$ cat src/rtl/spi_mnrch.sv
// SPI monarch: one 16-bit full-duplex transaction per accepted wrt.
// SCLK is clk/32 and idles high; MISO is sampled on SCLK rise and shifted in on SCLK fall.
module spi_mnrch (
  input  logic        clk,
  input  logic        rst_n,
  input  logic        wrt,
  input  logic [15:0] wt_data,
  output logic        done,
  output logic [15:0] rd_data,
  output logic        SS_n,
  output logic        SCLK,
  output logic        MOSI,
  input  logic        MISO
);

  typedef enum logic [1:0] {IDLE, FRONT_PORCH, SHIFTING} state_t;

  localparam logic [4:0] DIV_IDLE = 5'b10111;

  state_t      state, nxt_state;
  logic [4:0]  sclk_div;
  logic [15:0] shft_reg;
  logic [3:0]  bit_cnt;
  logic        miso_smpl;
  logic        smpl, shft;
  logic        load, do_shft, finish;

  assign smpl = (sclk_div == 5'b01111);
  assign shft = (sclk_div == 5'b11111);

  always_ff @(posedge clk or negedge rst_n) begin
    if (!rst_n) state <= IDLE;
    else        state <= nxt_state;
  end

  // The porch state swallows the first SCLK fall so bit 15 is held for a full low phase.
  always_comb begin
    nxt_state = state;
    load      = 1'b0;
    do_shft   = 1'b0;
    finish    = 1'b0;
    case (state)
      IDLE: begin
        if (wrt) begin
          load      = 1'b1;
          nxt_state = FRONT_PORCH;
        end
      end
      FRONT_PORCH: begin
        if (shft) nxt_state = SHIFTING;
      end
      SHIFTING: begin
        if (shft) begin
          do_shft = 1'b1;
          if (bit_cnt == 4'd15) begin
            finish    = 1'b1;
            nxt_state = IDLE;
          end
        end
      end
      default: nxt_state = IDLE;
    endcase
  end

  // Reloading on finish keeps SCLK high, so there is no 17th falling edge.
  always_ff @(posedge clk or negedge rst_n) begin
    if (!rst_n)                                    sclk_div <= DIV_IDLE;
    else if (load || finish || (state == IDLE))    sclk_div <= DIV_IDLE;
    else                                           sclk_div <= sclk_div + 5'd1;
  end

  always_ff @(posedge clk or negedge rst_n) begin
    if (!rst_n)     miso_smpl <= 1'b0;
    else if (smpl)  miso_smpl <= MISO;
  end

  always_ff @(posedge clk or negedge rst_n) begin
    if (!rst_n) begin
      shft_reg <= '0;
      bit_cnt  <= '0;
    end else if (load) begin
      shft_reg <= wt_data;
      bit_cnt  <= '0;
    end else if (do_shft) begin
      shft_reg <= {shft_reg[14:0], miso_smpl};
      bit_cnt  <= bit_cnt + 4'd1;
    end
  end

  always_ff @(posedge clk or negedge rst_n) begin
    if (!rst_n) begin
      SS_n <= 1'b1;
      done <= 1'b0;
    end else if (load) begin
      SS_n <= 1'b0;
      done <= 1'b0;
    end else if (finish) begin
      SS_n <= 1'b1;
      done <= 1'b1;
    end
  end

  assign SCLK    = sclk_div[4];
  assign MOSI    = shft_reg[15];
  assign rd_data = shft_reg;

endmodule

$ cat config.mk
export PLATFORM = sky130hd
export DESIGN_NAME = spi_mnrch
export DESIGN_NICKNAME = d
export VERILOG_FILES = /design/src/rtl/spi_mnrch.sv
export SDC_FILE = /design/constraint.sdc
export NUM_CORES = 1
export LEC_CHECK = 0
export CAP_MARGIN = 5
export CORE_ASPECT_RATIO = 1.5
export CORE_MARGIN = 5
export CORE_UTILIZATION = 45
export CTS_BUF_LIST = sky130_fd_sc_hd__clkbuf_8
export DETAILED_ROUTE_END_ITERATION = 16
export DONT_BUFFER_PORTS = 1
export GPL_TIMING_DRIVEN = 1
export MAX_ROUTING_LAYER = met4
export SYNTH_ARGS = -nofsm -noshare
export SYNTH_HDL_FRONTEND = slang
export SYNTH_SLANG_ARGS = --single-unit
$ cat constraint.sdc
create_clock -name clk -period 2 [get_ports clk]
set_input_delay 0.6 -clock clk [delete_from_list [all_inputs] [get_ports clk]]
set_output_delay 0.6 -clock clk [all_outputs]
set_load 0.02 [all_outputs]
Word level (Yosys, flattened, before mapping)
Cells that the tools add are included.
{ "classes": {"n_reduce_logical": 6, "bitwise": 0, "n_mul": 0, "n_eq_ne": 9, "n_addsub": 2, "n_shift": 0, "div_mod_pow": 0, "muxes": 19, "magnitude_cmp": 0} }
{ "ops": {"columns": ["op", "count"], "rows": [
  ["16-bit 2-to-1 mux", 2],
  ["1-bit 2-to-1 mux", 9],
  ["2-bit 2-to-1 mux", 4],
  ["4-bit 2-to-1 mux", 2],
  ["2-bit inequality test (second input constant)", 4],
  ["2-bit one-hot mux with 3 select lines", 1],
  ["5-bit by 1-bit adder with 5-bit output (second input constant)", 1],
  ["5-bit by 4-bit == test with 1-bit output (second input constant)", 1],
  ["5-bit == test (second input constant)", 1],
  ["5-bit 2-to-1 mux", 1],
  ["4-bit by 1-bit adder with 4-bit output (second input constant)", 1],
  ["4-bit == test (second input constant)", 1],
  ["4-bit AND reduction", 1],
  ["2-bit nonzero test", 2],
  ["2-bit by 1-bit == test with 1-bit output (second input constant)", 1],
  ["2-bit == test (second input constant)", 1],
  ["2-bit zero test", 1],
  ["1-bit logical OR", 2]
]} }
{ "word_totals": {"output_inout_bits": 20, "mem_bits_ro": 0, "regBits": 30, "n_memories": 0, "ram_bits": 0, "elab_cells": 43, "latch_bits": 0} }

Longest topological paths before layout
Gate-level depths: netlist of run 1.
{ "logic_depth": {"word_depth": 7, "depth_mapped": 8, "mapped_depth_nobuf": 6} }

Worst setup path before layout of run 1
Ideal clock, no wire load.
{ "synth_timing": {"path_kind": "reg2reg", "start": "reg sclk_div[0]", "end": "reg shft_reg[14], in the netlist rd_data[14]", "synth_period_minus_slack_ps": 1788, "setup_time_ps": 124, "t_required_ps": 1876, "path_stages_with_launch": 9, "t_arrival_ps": 1664, "slack_ps": 212, "path_cell_list": "dfstp_2 > ha_1 > and3_1 > ha_1 > and3b_1 > buf_4 > buf_4 > a22oi_1 > nand2_1"} }
{ "synth_via": {"elab_chain_len": 4} }
{ "synth_rtl": {"columns": ["item", "line_no", "text"], "rows": [
  ["start: declaration", "21", "logic [4:0] sclk_div;"],
  ["start signal: assignment", "69", "else sclk_div <= sclk_div + 5'd1;"],
  ["5-bit == test", "29", "assign shft = (sclk_div == 5'b11111);"],
  ["1-bit 2-to-1 mux", "53", "if (shft) begin"],
  ["1-bit 2-to-1 mux", "42", "case (state)"],
  ["2-bit nonzero test (no source line)", null, null],
  ["end signal: assignment", "82", "shft_reg <= wt_data;"],
  ["end signal: assignment", "85", "shft_reg <= {shft_reg[14:0], miso_smpl};"],
  ["end: declaration", "22", "logic [15:0] shft_reg;"]
]} }
No other way between the ends.
A chain may end at the register's enable or synchronous reset.

Final worst setup path of run 1
{ "layout_timing": {"start": "reg sclk_div[0]", "end": "reg shft_reg[13], in the netlist rd_data[13]"} }
The elaborated chain is that of the path after synthesis.

==> results.json, run 1 <==
{
  "max_clock_freq_mhz": 544,
  "clkSlewWorstSetupHoldPaths_ps": 60,
  "syn_inst": 142,
  "via_per_inst": 5.49,
  "setup_tns_ps": 0,
  "path_cells": "ha_1 -> and3_1 -> ha_1 -> and3b_1 -> buf_4 -> a21oi_1 -> a21oi_1",
  "vias": 1038,
  "ys_types": 31,
  "place_area_um2": 1440,
  "status": "completed",
  "fp.dieH_um": 79.3,
  "design_area_um2": 1560,
  "place_congestion": 0.798,
  "first_global_vias": 1033,
  "antenna_found_initial": 0,
  "start_util_pct": 46.1,
  "fill_cells": 297,
  "antenna_cells": 0,
  "synth_nets": 166,
  "numCtsBuffers": 5,
  "drt_iter0_drc": 28,
  "clock_skew_ps": 11.0,
  "maxSlewViolCount": 0,
  "portBuffers": 0,
  "ys_seq_area_share_pct": 52.5,
  "rr_worst_depth": 7,
  "rsz0062_at_grt": "no",
  "fp.dieW_um": 56.2,
  "rr_endpoint": "rd_data[13]",
  "synth_top_area_cell": "dfrtp_1",
  "ctsResizeCount": 0,
  "drc_errors": 0,
  "tritoncts": "done",
  "fin_crit_sh_pct": 92.0,
  "setup_viol": 0,
  "grt_overflow_total": 0,
  "die_area_um2": 4460,
  "final_nets": 172,
  "drive_gt1_share_pct": 17.4,
  "wl_per_cell_um": 15.7,
  "slew_headroom_pct": 51.6,
  "grt_pass1_wl_um": 4750,
  "finalPower_mw": 2.30,
  "tightest_slew_ps": 723,
  "clkLatencyLatePin_ps": 280,
  "cts_max_level": 2,
  "drtAntennaViolNets": 0,
  "maxCapViolCount": 0,
  "vdd_ir_drop_max_v": 0.000828,
  "cts_root_buffer": "clkbuf_8",
  "netlist_top_cells_count": "dfrtp_1 (25), a21oi_1 (23), nand2_1 (21)",
  "cp_data_required_time_ps": 2200,
  "clk_path_buf_depth": 2,
  "grt_use_total_pct": 14.2,
  "crit_slowest_cell": "dfstp_2",
  "synth-seq-cells": 30,
  "crit_family": "flip-flops",
  "p_leak_nw": 0.722,
  "postCtsSetupRepairBufs": 0,
  "async_reset_ff_share_pct": 100,
  "core_um2": 3130,
  "ys.flop_type": "dfrtp_1",
  "ys_warn_count": 0,
  "finalHoldViolCount": 0,
  "firstDrtPassIters": 4,
  "clock_sinks": 30,
  "synth_edf_count": 0,
  "yosys.cell_count.top_type": "dfrtp_1",
  "critPathMaxStageDelay_ps": 540,
  "avgSynthCellArea_um2": 10.2,
  "arrival_ps": 2040,
  "final_util_pct": 49.9,
  "rr_startpoint": "sclk_div[0]",
  "synth_area_leaders": "dfrtp_1 (43%), dfstp_2 (9.1%), a21oi_1 (8.0%), nand2_1 (5.5%), ha_1 (3.5%)",
  "cp_max_fo": 10,
  "synth_top_area_share_pct": 43.4,
  "rows": 25,
  "min_path_type": "primary input to asynchronous set/reset pin",
  "startpoint_type": "register",
  "pin_count": 40,
  "crit_type": "register to register",
  "end_kind": "register",
  "r2r_setup_slack_ps": 160,
  "routed_wl_um": 2960,
  "finalCriticalPeriod_ps": 1840,
  "syn_to_final_growth_pct": 8.25,
  "cellPowerDensity_nw_per_um2": 1470,
  "grt_max_degree": 31,
  "syn_area_um2": 1440,
  "critPathBufInv": 1,
  "cts_hold_buf": 0
}
## per-layer routing
| metal | up-vias | GRT usage, % | part of all wire [%] |
|---|---|---|---|
| li1 | 491 | - | - |
| met1 | 504 | 14.7 | 39 |
| met2 | 37 | 23.1 | 50 |
| met3 | 6 | 6.83 | 9.3 |
| met4 | 0 | 5.70 | 1.6 |
| met5 | - | - | 0 |
## state kept, by name (all words and copies together), names as in the netlist
signal / count
SS_n: 1
bit_cnt: 4
done: 1
miso_smpl: 1
rd_data: 16
sclk_div: 5
state: 2
## cells by family after synthesis
group                    synth area share, %
XOR/XNOR                                1.82
multiplexers                            2.17
adder cells (fa/ha/maj)                 3.47
AND/OR/NAND/NOR                         20.1
AO/OA/AOI/OAI                           13.3
flip-flops                              52.5
buffers and inverters                   6.68
## area by class of cell
type                       count  area (µm²)  area share (%)
sequential                    30         757            48.5
multi-input combinational    101         588            37.7
clock buffer                   6        82.6            5.29
timing repair buffer           8        67.6            4.33
tap                           40        50.0            3.21
clock inverter                 2        7.51           0.481
inverter                       2        7.51           0.481
## power breakdown
group	total (mW)	internal, mW	switching [mW]
clock	0.473	0.269	0.204
sequential	1.34	0.880	0.461
combinational	0.483	0.235	0.249
## cells in the final DEF (no fill, tap or decap), types with 2 or more instances in the layout
cell type,synthesis,layout
dfstp_2,5,5
nor2_2,6,6
clkbuf_8,0,6
mux2i_1,2,2
o21a_1,2,2
o21ai_0,4,4
dfrtp_1,25,25
nand3b_1,2,2
nand2_1,21,21
dlygate4sd3_1,0,3
a22oi_1,2,2
nand3_2,2,2
a21oi_1,23,23
nand4_1,2,2
inv_1,2,4
nor2_1,12,12
buf_4,4,5
ha_1,4,4
o22ai_1,3,3
nor3_1,4,4
xnor2_1,3,3
## how the worst max path moves through the flow
stage                            from           to  slack [ps]  depth (start not counted)
after CTS                 sclk_div[0]  rd_data[11]         150                          7
after global placement    sclk_div[0]  rd_data[12]         210                          7
final                     sclk_div[0]  rd_data[13]         160                          7
after detailed placement  sclk_div[0]  rd_data[11]         160                          7
after floorplan           sclk_div[0]  rd_data[14]         210                          8
after global routing      sclk_div[0]   rd_data[2]          10                          7
## worst reg2reg max path, delay by kind of cell (launching register included)
kind | cells | cell delay, ps
AO/OA/AOI/OAI | 2 | 230
AND/OR/NAND/NOR | 2 | 410
adder cells (fa/ha/maj) | 2 | 410
buffers and inverters | 1 | 190
flip-flops | 1 | 540
## per-stage QoR
stage,std cells,worst slack (ps),hold WS (ps)
after CTS,186,149,1.78
after floorplan,142,212,304
after detailed placement,178,155,305
after global routing,189,10.9,3.83
final,189,160,26.2
after global placement,178,208,305
(Power assumes the default switching activity.)
==> run 2: changes to the inputs <==
Settings changed: CORE_MARGIN 5 to not set, CTS_BUF_LIST sky130_fd_sc_hd__clkbuf_8 to sky130_fd_sc_hd__clkbuf_8 sky130_fd_sc_hd__clkbuf_16.
==> run 2 against run 1 <==
Die area down 23%. Via count up 0.77%. Combinational power up 1%. Flip-flop and latch count unchanged. Sequential power about the same. Critical endpoint is now rd_data[5]. Largest power group unchanged. Wire length up 0.54%.
==> results.json, run 2 (synthesized netlist as in run 1, its figures left out) <==
{
  "status": "completed",
  "crit_path_frequent_cell": "a21oi_1",
  "firstDrtPassIters": 4,
  "placedCellCount": 179,
  "grt_pass1_wl_um": 4360,
  "crit_type": "register to register",
  "clkSlewWorstSetupHoldPaths_ps": 60,
  "fp.dieW_um": 48.2,
  "clk_path_buf_depth": 2,
  "core_um2": 2970,
  "dp_hpwl_um": 1970,
  "die_area_um2": 3440,
  "final_common_cell": "dfrtp_1",
  "fp.dieH_um": 71.3,
  "path_cells": "ha_1 -> and3_1 -> ha_2 -> and3b_1 -> buf_6 -> a21oi_1 -> a21oi_1",
  "cts_root_buffer": "clkbuf_8",
  "routed_wl_um": 2980,
  "cts_max_level": 2,
  "via_per_inst": 5.51,
  "maxCapViolCount": 0,
  "finalPower_mw": 2.25,
  "tritoncts": "done",
  "p_leak_nw": 0.727,
  "antenna_cells": 0,
  "final_cell_mix": "dfrtp_1 (25), a21oi_1 (23), nand2_1 (21)",
  "min_path_type": "primary input to asynchronous set/reset pin",
  "antenna_found_initial": 0,
  "critPathMaxStageDelay_ps": 540,
  "setup_viol": 0,
  "startpoint_type": "register",
  "finalCriticalPeriod_ps": 1860,
  "cellPowerDensity_nw_per_um2": 1430,
  "first_global_vias": 1049,
  "slew_headroom_pct": 57.5,
  "drive_gt1_share_pct": 18.5,
  "setup_tns_ps": 0,
  "rows": 24,
  "rsz0062_at_grt": "no",
  "fin_crit_sh_pct": 93.1,
  "tightest_slew_ps": 635,
  "cp_data_required_time_ps": 2200,
  "numCtsBuffers": 5,
  "cp_max_fo": 12,
  "maxSlewViolCount": 0,
  "wl_per_cell_um": 15.7,
  "grt_overflow_total": 0,
  "fin_cells": 190,
  "vdd_ir_drop_max_v": 0.000625,
  "vias": 1046,
  "syn_to_final_growth_pct": 9.37,
  "drc_errors": 0,
  "place_congestion": 0.702,
  "grt_max_degree": 24,
  "postCtsSetupRepairBufs": 0,
  "portBuffers": 0,
  "finalHoldViolCount": 0,
  "final_nets": 175,
  "max_clock_freq_mhz": 537,
  "end_kind": "register",
  "start_util_pct": 48.5,
  "crit_start": "sclk_div[0]",
  "clock_skew_ps": 4.51,
  "clkLatencyLatePin_ps": 280,
  "pin_count": 40,
  "drt_iter0_drc": 39,
  "grt_use_total_pct": 18.8,
  "clock_sinks": 30,
  "rr_startpoint": "sclk_div[0]",
  "largest_reg_flops": 16,
  "arrival_ps": 2060,
  "drtAntennaViolNets": 0,
  "crit_slowest_cell": "dfstp_2"
}
[run 2: layout make-up]
| cell class | instances | area [µm²] |
|---|---|---|
| Multi-Input combinational cell | 101 | 591 |
| Inverter | 2 | 7.51 |
| Timing Repair Buffer | 11 | 96.3 |
| Clock inverter | 2 | 7.51 |
| Sequential cell | 30 | 757 |
| Clock buffer | 5 | 68.8 |
| Tap cell | 39 | 48.8 |
| Fill cell | 274 | 1400 |
[run 2: metrics by stage]
step                      setup slack [ps]  hold WS, ps  utilization, %  instance area (µm²)
final                                  139          161            53.0                 1580
after global routing                  12.4          145            53.0                 1580
after CTS                             65.6        0.287            51.8                 1540
after detailed placement              83.0          305            48.9                 1450
after global placement                 157          305            48.9                 1450
after floorplan                        212          304               -                 1440
[run 2: routing by layer]
layer / track usage [%] / vias to the layer above / share of wire [%]
li1: - / 497 / -
met1: 17.5 / 512 / 38
met2: 31.0 / 32 / 52
met4: 8.33 / 0 / 1.8
met3: 8.56 / 5 / 7.6
met5: - / - / 0
[run 2: critical path, delay by kind of cell, from the launching register on]
kind	cells	cell delay (ps)
adder cells (fa/ha/maj)	2	390
AND/OR/NAND/NOR	2	440
buffers and inverters	1	170
flip-flops	1	540
AO/OA/AOI/OAI	2	240
[run 2: final timing paths]
path / to / slack [ps] / cells after the start
max in group asynchronous: bit_cnt[1] / 810 / 1
max: rd_data[5] / 140 / 7
max reg2reg: rd_data[5] / 140 / 7
min in group clk: rd_data[7] / 460 / 2
min: SS_n / 160 / 0
min reg2reg: sclk_div[0] / 460 / 1
[run 2: what timing repair did]
action | 4_1_cts | 5_1_grt
gates resized for setup | 0 | 2
setup endpoints to repair | 0 | 11
hold buffers | 1 | 3
hold endpoints to repair | 8 | 14
[run 2: power breakdown]
| part | internal (mW) | switching [mW] | total, mW | leakage, nW |
|---|---|---|---|---|
| sequential | 0.879 | 0.451 | 1.33 | 0.347 |
| clock | 0.228 | 0.203 | 0.432 | 0.0466 |
| combinational | 0.241 | 0.248 | 0.489 | 0.333 |
==> run 3: changes to the inputs <==
Settings changed: ABC_AREA set to 1.
==> run 3 against run 2 <==
Area after synthesis rose by 4.3%. Sequential share of layout area fell by 1.9 points. Sequential power fell by 54%. Critical endpoint is now rd_data[15]. Non-clock buffer count fell by 8.
==> results.json, run 3 <==
{
  "status": "completed",
  "crit_path_frequent_cell": "nand2_1",
  "crit_family": "flip-flops",
  "core_um2": 3160,
  "maxSlewViolCount": 0,
  "clock_skew_ps": 3.89,
  "drive_gt1_share_pct": 12.9,
  "cellPowerDensity_nw_per_um2": 680,
  "antenna_found_initial": 0,
  "synth-seq-cells": 30,
  "cts_max_level": 2,
  "wl_per_cell_um": 13.0,
  "clk_path_buf_depth": 2,
  "finalCriticalPeriod_ps": 1780,
  "async_reset_ff_share_pct": 100,
  "place_area_um2": 1510,
  "die_area_um2": 3580,
  "firstDrtPassIters": 4,
  "fill_cells": 311,
  "synth_top_area_share_pct": 41.6,
  "critPathMaxStageDelay_ps": 540,
  "cp_data_required_time_ps": 2220,
  "routed_wl_um": 3030,
  "crit_type": "register to register",
  "via_per_inst": 4.88,
  "cp_max_fo": 17,
  "final_common_cell": "nand2_1",
  "critPathBufInv": 3,
  "ctsResizeCount": 0,
  "yosys.cell_count.top_type": "nand2_1",
  "fin_crit_sh_pct": 88.9,
  "vdd_ir_drop_max_v": 0.000574,
  "drtAntennaViolNets": 0,
  "numCtsBuffers": 5,
  "pin_count": 40,
  "fp.dieH_um": 72.8,
  "synth_top_area_cell": "dfrtp_1",
  "ys.flop_type": "dfrtp_1",
  "avgSynthCellArea_um2": 8.04,
  "syn_area_um2": 1500,
  "rsz0062_at_grt": "no",
  "rr_startpoint": "sclk_div[0]",
  "first_global_vias": 1202,
  "cts_root_buffer": "clkbuf_8",
  "clkSlewWorstSetupHoldPaths_ps": 60,
  "max_clock_freq_mhz": 562,
  "grt_max_degree": 22,
  "synth_area_leaders": "dfrtp_1 (42%), nand2_1 (22%), dfstp_2 (8.7%), inv_1 (6.0%), nand3_1 (3.7%)",
  "rr_worst_depth": 10,
  "ys_warn_count": 0,
  "min_path_type": "primary input to asynchronous set/reset pin",
  "start_util_pct": 47.6,
  "largest_reg_flops": 16,
  "final_nets": 217,
  "synth_edf_count": 0,
  "fp.dieW_um": 49.2,
  "grt_overflow_total": 0,
  "clock_sinks": 30,
  "tritoncts": "done",
  "ys_seq_area_share_pct": 50.3,
  "final_cell_mix": "nand2_1 (88), inv_1 (25), dfrtp_1 (25)",
  "drc_errors": 0,
  "drt_iter0_drc": 40,
  "arrival_ps": 2000,
  "place_congestion": 0.789,
  "r2r_setup_slack_ps": 220,
  "final_util_pct": 51.9,
  "maxCapViolCount": 0,
  "setup_viol": 0,
  "clkLatencyLatePin_ps": 280,
  "startpoint_type": "register",
  "ys_types": 26,
  "crit_slowest_cell": "dfstp_2",
  "placedCellCount": 223,
  "p_leak_nw": 0.845,
  "dp_hpwl_um": 2040,
  "tightest_slew_ps": 1000,
  "synth_nets": 211,
  "design_area_um2": 1640,
  "portBuffers": 0,
  "vias": 1141,
  "rows": 25,
  "syn_inst": 187,
  "grt_pass1_wl_um": 4950,
  "setup_tns_ps": 0,
  "fin_cells": 234,
  "slew_headroom_pct": 32.8,
  "syn_to_final_growth_pct": 9.07,
  "end_kind": "register",
  "antenna_cells": 0,
  "netlist_top_cells_count": "nand2_1 (88), dfrtp_1 (25), inv_1 (24)",
  "rr_endpoint": "rd_data[15]",
  "grt_use_total_pct": 19.2,
  "path_cells": "ha_1 -> and3_1 -> ha_1 -> inv_1 -> nor2_4 -> buf_12 -> nand2_1 -> nand2_1 -> inv_1 -> nand2_1",
  "finalHoldViolCount": 0
}
## run 3: cell types whose count changed after synthesis, sizes merged, moves of 3 or more
cell	change
nand2	+71
inv	+26
a21oi	-20
nor2	-12
nand3	+9
buf	-5
nor3	-4
o21ai	-3
## run 3: through the flow
step | setup WS (ps) | power (mW) | hold WS (ps)
floorplan | 283 | 0.622 | 304
global placement | 181 | 0.622 | 305
detailed placement | 96.2 | 0.622 | 305
CTS | 79.9 | 1.14 | 145
global route | 71.0 | 1.16 | 142
finish | 221 | 1.12 | 160
## run 3: timing repair
| action | CTS | global route |
|---|---|---|
| setup endpoints to repair | 0 | 8 |
| hold endpoints to repair | 21 | 0 |
| hold buffers | 2 | 0 |
| buffers inserted | 0 | 1 |
## run 3: power by group
part,leakage (nW),switching [mW],internal [mW]
Clock,0.0524,0.220,0.272
Sequential,0.295,0.000471,0.609
Combinational,0.498,0.0110,0.00387
Total,0.845,0.231,0.884
## run 3: metal layers
metal	part of all wire, %	track usage, %	vias to the layer above
met3	6.1	6.67	5
met4	1.6	9.48	0
met1	42	19.7	531
met5	0	-	-
met2	50	32.3	31
li1	-	-	574
## run 3: layout make-up
class	instances	area, µm²	share of cell area (%)
sequential	30	757	46.1
multi-input combinational	125	589	35.9
inverter	28	113	6.87
clock buffer	6	82.6	5.03
tap	40	50.0	3.05
timing repair buffer	3	40.0	2.44
clock inverter	2	8.76	0.534
## run 3: cell families (layout without fill, tap and decap cells)
logic type | after synthesis | after routing | share of synthesized area (%)
AOI/OAI and AO/OA | 5 | 5 | 1.75
xor gates and xnor gates | 2 | 2 | 1.16
adders and majority gates | 4 | 4 | 3.33
buffers and inverters | 32 | 39 | 10.5
DFF | 30 | 30 | 50.3
muxes | 1 | 1 | 0.749
and+or+nand+nor | 113 | 113 | 32.2
## run 3: how the worst max path moves through the flow
stage                      startpoint     endpoint  slack (ps)  cells past startpoint
after floorplan           sclk_div[0]   bit_cnt[2]         280                      9
after global placement    sclk_div[0]   bit_cnt[2]         180                      8
after CTS                 sclk_div[0]   bit_cnt[2]          80                      8
final                     sclk_div[0]  rd_data[15]         220                     10
after global routing      sclk_div[0]  sclk_div[0]          70                      9
after detailed placement  sclk_div[0]   bit_cnt[2]         100                      8
